--- src/rtl/ecc_scalar_mul_ctrl.sv ---
// Scalar-multiplication sequencer: R = k*G by left-to-right double-and-add over an en/done point ALU.
// Latency: KW scan cycles + calls*(ALU latency + 1) + 1 finish cycle; k=0 or k=1 makes no ALU calls.
// Backpressure: start is dropped while busy; each ALU request waits for alu_done or aborts after TIMEOUT wait cycles.
module ecc_scalar_mul_ctrl #(
    parameter int         KW      = 8,
    parameter logic [1:0] OP_ADD  = 2'd0,
    parameter logic [1:0] OP_DBL  = 2'd2,
    parameter int         TIMEOUT = 1024
) (
    input  logic          clk,
    input  logic          rst_n,
    input  logic          start,
    input  logic [KW-1:0] k,
    input  logic [128:0]  G,
    output logic          busy,
    output logic          done,
    output logic          err,
    output logic [128:0]  R_out,
    output logic          alu_en,
    output logic [128:0]  alu_P,
    output logic [128:0]  alu_Q,
    output logic [1:0]    alu_op,
    input  logic [128:0]  alu_R,
    input  logic          alu_done
);

    localparam int IW = (KW > 1) ? $clog2(KW) : 1;
    localparam int TW = (TIMEOUT > 1) ? $clog2(TIMEOUT + 1) : 1;
    // tcnt holds the number of wait cycles already spent before the current one
    localparam logic [TW-1:0] TLAST = TW'(TIMEOUT - 1);
    localparam logic [128:0]  INF   = {1'b1, 128'd0};

    typedef enum logic [2:0] {
        IDLE, SCAN, DBL_REQ, DBL_WAIT, ADD_REQ, ADD_WAIT, FINISH
    } state_t;

    state_t        state, state_nxt;
    logic [KW-1:0] kr, kr_nxt;
    logic [128:0]  gr, gr_nxt;
    logic [128:0]  racc, racc_nxt;
    logic [IW-1:0] idx, idx_nxt;
    logic [TW-1:0] tcnt, tcnt_nxt;
    logic          terr, terr_nxt;
    logic [128:0]  r_out_nxt, p_nxt, q_nxt;
    logic [1:0]    op_nxt;
    logic          adv, tmo;

    // Status and request strobes are pure state decodes, so reset clears them immediately
    assign busy   = (state != IDLE);
    assign done   = (state == FINISH);
    assign err    = (state == FINISH) && terr;
    assign alu_en = (state == DBL_REQ) || (state == ADD_REQ);

    // State, datapath and operand registers
    always_ff @(posedge clk or negedge rst_n) begin
        if (!rst_n) begin
            state  <= IDLE;
            kr     <= '0;
            gr     <= '0;
            racc   <= INF;
            idx    <= '0;
            tcnt   <= '0;
            terr   <= 1'b0;
            R_out  <= INF;
            alu_P  <= '0;
            alu_Q  <= '0;
            alu_op <= '0;
        end else begin
            state  <= state_nxt;
            kr     <= kr_nxt;
            gr     <= gr_nxt;
            racc   <= racc_nxt;
            idx    <= idx_nxt;
            tcnt   <= tcnt_nxt;
            terr   <= terr_nxt;
            R_out  <= r_out_nxt;
            alu_P  <= p_nxt;
            alu_Q  <= q_nxt;
            alu_op <= op_nxt;
        end
    end

    // Next-state and datapath updates; operands load only when entering a request state
    always_comb begin
        state_nxt = state;
        kr_nxt    = kr;
        gr_nxt    = gr;
        racc_nxt  = racc;
        idx_nxt   = idx;
        tcnt_nxt  = tcnt;
        terr_nxt  = terr;
        r_out_nxt = R_out;
        p_nxt     = alu_P;
        q_nxt     = alu_Q;
        op_nxt    = alu_op;
        adv       = 1'b0;
        tmo       = 1'b0;

        case (state)
            IDLE: begin
                if (start) begin
                    kr_nxt    = k;
                    gr_nxt    = G;
                    idx_nxt   = IW'(KW - 1);
                    racc_nxt  = INF;
                    terr_nxt  = 1'b0;
                    state_nxt = SCAN;
                end
            end
            SCAN: begin
                if (racc[128]) begin
                    // Still at infinity: leading zeros cost no ALU call, first one just loads G
                    if (kr[idx]) racc_nxt = gr;
                    adv = 1'b1;
                end else begin
                    p_nxt     = racc;
                    q_nxt     = racc;
                    op_nxt    = OP_DBL;
                    state_nxt = DBL_REQ;
                end
            end
            DBL_REQ: begin
                tcnt_nxt  = '0;
                state_nxt = DBL_WAIT;
            end
            DBL_WAIT: begin
                if (alu_done) begin
                    racc_nxt = alu_R;
                    if (kr[idx]) begin
                        p_nxt     = alu_R;
                        q_nxt     = gr;
                        op_nxt    = OP_ADD;
                        state_nxt = ADD_REQ;
                    end else begin
                        adv = 1'b1;
                    end
                end else if ((TIMEOUT != 0) && (tcnt == TLAST)) begin
                    tmo = 1'b1;
                end else begin
                    tcnt_nxt = tcnt + 1'b1;
                end
            end
            ADD_REQ: begin
                tcnt_nxt  = '0;
                state_nxt = ADD_WAIT;
            end
            ADD_WAIT: begin
                if (alu_done) begin
                    racc_nxt = alu_R;
                    adv      = 1'b1;
                end else if ((TIMEOUT != 0) && (tcnt == TLAST)) begin
                    tmo = 1'b1;
                end else begin
                    tcnt_nxt = tcnt + 1'b1;
                end
            end
            FINISH: begin
                state_nxt = IDLE;
            end
            default: begin
                state_nxt = IDLE;
            end
        endcase

        if (adv) begin
            if (idx == '0) begin
                r_out_nxt = racc_nxt;
                state_nxt = FINISH;
            end else begin
                idx_nxt   = idx - 1'b1;
                state_nxt = SCAN;
            end
        end

        if (tmo) begin
            racc_nxt  = INF;
            r_out_nxt = INF;
            terr_nxt  = 1'b1;
            state_nxt = FINISH;
        end
    end

endmodule

--- config.mk ---
export PLATFORM = sky130hd
export DESIGN_NAME = ecc_scalar_mul_ctrl
export DESIGN_NICKNAME = d
export VERILOG_FILES = /design/src/rtl/ecc_scalar_mul_ctrl.sv
export SDC_FILE = /design/constraint.sdc
export NUM_CORES = 1
export LEC_CHECK = 0
export BUFFER_PORTS_ARGS = -buffer_cell sky130_fd_sc_hd__buf_4
export CAP_MARGIN = 25
export CORE_MARGIN = 2
export CORE_UTILIZATION = 45
export DETAILED_ROUTE_END_ITERATION = 7
export PLACE_DENSITY = 0.76
export SLEW_MARGIN = 40
export SYNTH_ARGS = -nofsm -noshare
export SYNTH_HDL_FRONTEND = slang
export SYNTH_SLANG_ARGS = --single-unit
--- constraint.sdc ---
create_clock -name clk -period 2.4 [get_ports clk]
set_input_delay 0.48 -clock clk [delete_from_list [all_inputs] [get_ports clk]]
set_output_delay 0.48 -clock clk [all_outputs]
set_load 0.02 [all_outputs]
==> flow_summary.yaml <==
finish:
  nNetsFinal: 3844
  final_area_sq_um: 40800
  layout_commonest_cell: "buf_4"
  area_delta_synth_final_pct: 39.2
  final_cell_mix: "buf_4, dfrtp_1, a21oi_1"
  drive_gt1_share_pct: 36.2
  finalNonFillerCells: 4484
  fillers: 4992
clocking:
  cts_buffers: 72
  clkTransAtPathRegs_ns: 0.06
  cts-root-buf: "clkbuf_16"
  insertion_delay_ns: 0.61
  htreeDepth: 3
  cts_tree: "yes"
  clockBufferDepth: 3
  clock-sinks: 672
die:
  core-area_sq_um: 64500
  start_util_pct: 45.4
  fp.dieW_um: 259
  core.rowCount: 93
  fp.dieH_um: 259
  io_pins: 663
  design.die.area_sq_um: 67200
worst_setup_path:
  rr_startpoint: "idx[0]$_DFF_PN0_"
  r2r_setup_slack_ns: -0.09
  cp_data_required_time_ns: 2.87
  rr_worst_depth: 7
  end_kind: "flip-flop"
  crit_arrival_ns: 2.96
  timing.rr.end: "racc[113]$_DFF_PN0_"
  crit_start: "idx[0]$_DFF_PN0_"
  start_kind: "flip-flop"
  critPathKind: "reg2reg"
  critPathMaxFanout: 13
grt:
  grt_pass1_wl_um: 151000
  grt_use_total_pct: 28.9
  grt.overflow.total: 0
  grt_pass1_vias: 25370
  antenna_found_initial: 6
  grt_max_degree: 133
synth:
  synth_edf_count: 0
  synth-async-reset-ratio_pct: 100
  syn-mean-instance-area_sq_um: 10.2
  synth_cells: 2871
  ys_seq_elements: 672
  yosysWarnings: 0
  syn-num-nets: 3144
  ys_seq_area_share_pct: 57.4
  synth_area_sq_um: 29300
  ys.flop_type: "dfrtp_1"
  ys_types: 52
power_and_ir_drop:
  p_switching_mw: 27.6
  p_clk_share_pct: 17.6
  ir_worst_vdd_v: 0.00111
  total_power_mw: 65.2
  pwr-share-seq_pct: 31.3
  power_leakage_nw: 19.5
  p_per_area_nw_per_um2: 1600
  combinationalPowerShare_pct: 51.1
  p_int_mw: 37.5
  switching_share_pct: 42.4
timing:
  setup_viol: 142
  rsz0062_at_grt: "true"
  slew_violations: 0
  finalCritPeriodShare_pct: 104
  fin_hold_ws_ns: 0.101
  hold_viol_final: 0
  final.min_clock_period_ns: 2.49
  maxSlewHeadroom_pct: 50.2
  fmaxAchievable_mhz: 402
  setup_ws_ns: -0.0902
  skew_ns: 0.0244
  tightest_slew_ns: 0.747
worst_hold_path:
  min_path_cells: 2
  holdPathEnd: "gr[11]$_DFFE_PN0P_"
  hold_class: "in2reg"
  min_from: "G[11]"
placement:
  dpl_worst_slack_ns: -0.154
  portBuffers: 661
  dpl_cell_area_sq_um: 36300
  gp_congestion: 0.903
  dp_cells: 4303
  hpwl_um: 67900
routing:
  wl_um: 108000
  viasPerCell: 5.95
  drcViolationCount: 0
  wl_per_cell_um: 24.0
  drt_iter0_drc: 2769
  vias: 26698
  antenna_left: 0
  drt_first_pass_iters: 5
run:
  maxCapViolCount: 0
outcome:
  status: "finished with violations"
  violations: "negative setup slack"
==> Yosys cell counts (5+ instances only) <==
| cell type | count | area (sq um) |
|---|---|---|
| buf_1 | 6 | 22.5 |
| a22o_1 | 128 | 1120 |
| nor2b_1 | 129 | 807 |
| o21ai_0 | 263 | 1320 |
| inv_1 | 11 | 41.3 |
| mux2_2 | 139 | 1570 |
| a21oi_1 | 519 | 2600 |
| nor2_1 | 150 | 563 |
| buf_2 | 57 | 285 |
| nor3_1 | 5 | 25.0 |
| nand2_1 | 278 | 1040 |
| dfrtp_1 | 670 | 16800 |
| xnor2_1 | 8 | 70.1 |
| a211oi_1 | 133 | 998 |
| mux2i_1 | 5 | 50.1 |
| clkbuf_1 | 188 | 706 |
| and3_1 | 130 | 813 |
==> final cells by class <==
cell class / instances / area (sq um) / share of cell area [%]
antenna: 6 / 15.0 / 0.0368
clock inverter: 24 / 320 / 0.785
inverter: 11 / 41.3 / 0.101
tap: 855 / 1070 / 2.62
sequential: 672 / 16800 / 41.2
timing repair buffer: 878 / 8150 / 20.0
multi-input combinational: 1936 / 12300 / 30.1
clock buffer: 102 / 2080 / 5.09
==> layer usage <==
| metal | track usage (%) | vias to the layer above | share of wire [%] | wire length, um |
|---|---|---|---|---|
| li1 | - | 11627 | - | - |
| met1 | 37.7 | 13225 | 38 | 41400 |
| met2 | 46.4 | 1520 | 47 | 50800 |
| met3 | 5.82 | 326 | 8.8 | 9450 |
| met4 | 14.1 | 0 | 5.6 | 6070 |
| met5 | 0 | - | 0 | 0 |
==> cell families after synthesis <==
| group | after synthesis | synth area share (%) |
|---|---|---|
| compound gates | 1062 | 21.2 |
| xor+xnor | 9 | 0.269 |
| fa+ha+maj | 5 | 0.196 |
| buf+inv | 263 | 3.63 |
| flops | 672 | 57.4 |
| mux | 146 | 5.67 |
| other cells | 1 | 0.0128 |
| simple gates | 713 | 11.6 |
==> what timing repair did <==
| item | 4_1_cts | 5_1_grt |
|---|---|---|
| hold endpoints to repair | 28 | 0 |
| cloned | 5 | 35 |
| pin swaps | 3 | 37 |
| setup endpoints to repair | 418 | 474 |
| hold buffers | 1 | 0 |
| resized for setup | 83 | 247 |
| buffers inserted | 4 | 4 |
==> flip-flops by register name, summed over array words and instances (netlist names) <==
name    flops
terr        1
racc      129
state       3
gr        129
alu_Q     129
tcnt       11
alu_P     129
R_out     129
idx         3
kr          8
alu_op      1
==> power groups by stage <==
stage	clock [mW]	combinational (mW)	sequential [mW]
6_report	11.5	33.3	20.4
3_5_place_dp	0	28.7	20.1
4_1_cts	11.6	30.0	20.1
5_1_grt	12.0	35.4	20.9
3_3_place_gp	0	28.0	20.0
2_1_floorplan	0	13.7	22.1
==> how the worst max path moves through the flow <==
| stage | end | slack [ns] | cells after the start |
|---|---|---|---|
| floorplan | R_out[108]$_DFFE_PN0P_ | 0.1 | 6 |
| global placement | R_out[66]$_DFFE_PN0P_ | -0.09 | 6 |
| detailed placement | R_out[33]$_DFFE_PN0P_ | -0.15 | 6 |
| CTS | alu_P[61]$_DFFE_PN0P_ | -0.06 | 9 |
| global route | R_out[113]$_DFFE_PN0P_ | -0.19 | 7 |
| finish | racc[113]$_DFF_PN0_ | -0.09 | 7 |
==> stage by stage <==
stage	setup TNS [ns]	util (%)
after detailed placement	-17.29	56.4
after CTS	-2.15	61.0
after global routing	-38.77	63.3
after floorplan	0	-
after global placement	-3.14	56.4
final	-2.68	63.3
==> worst max-delay path: stages (launching register included) <==
cell and delay [ns]:
dfrtp_1 0.41, mux4_2 0.54, mux2_4 0.32, and3_4 0.29
buf_4 0.26, a211oi_1 0.29, buf_4 0.18, nor2_1 0.05
Power figures use the tool's default switching activity.
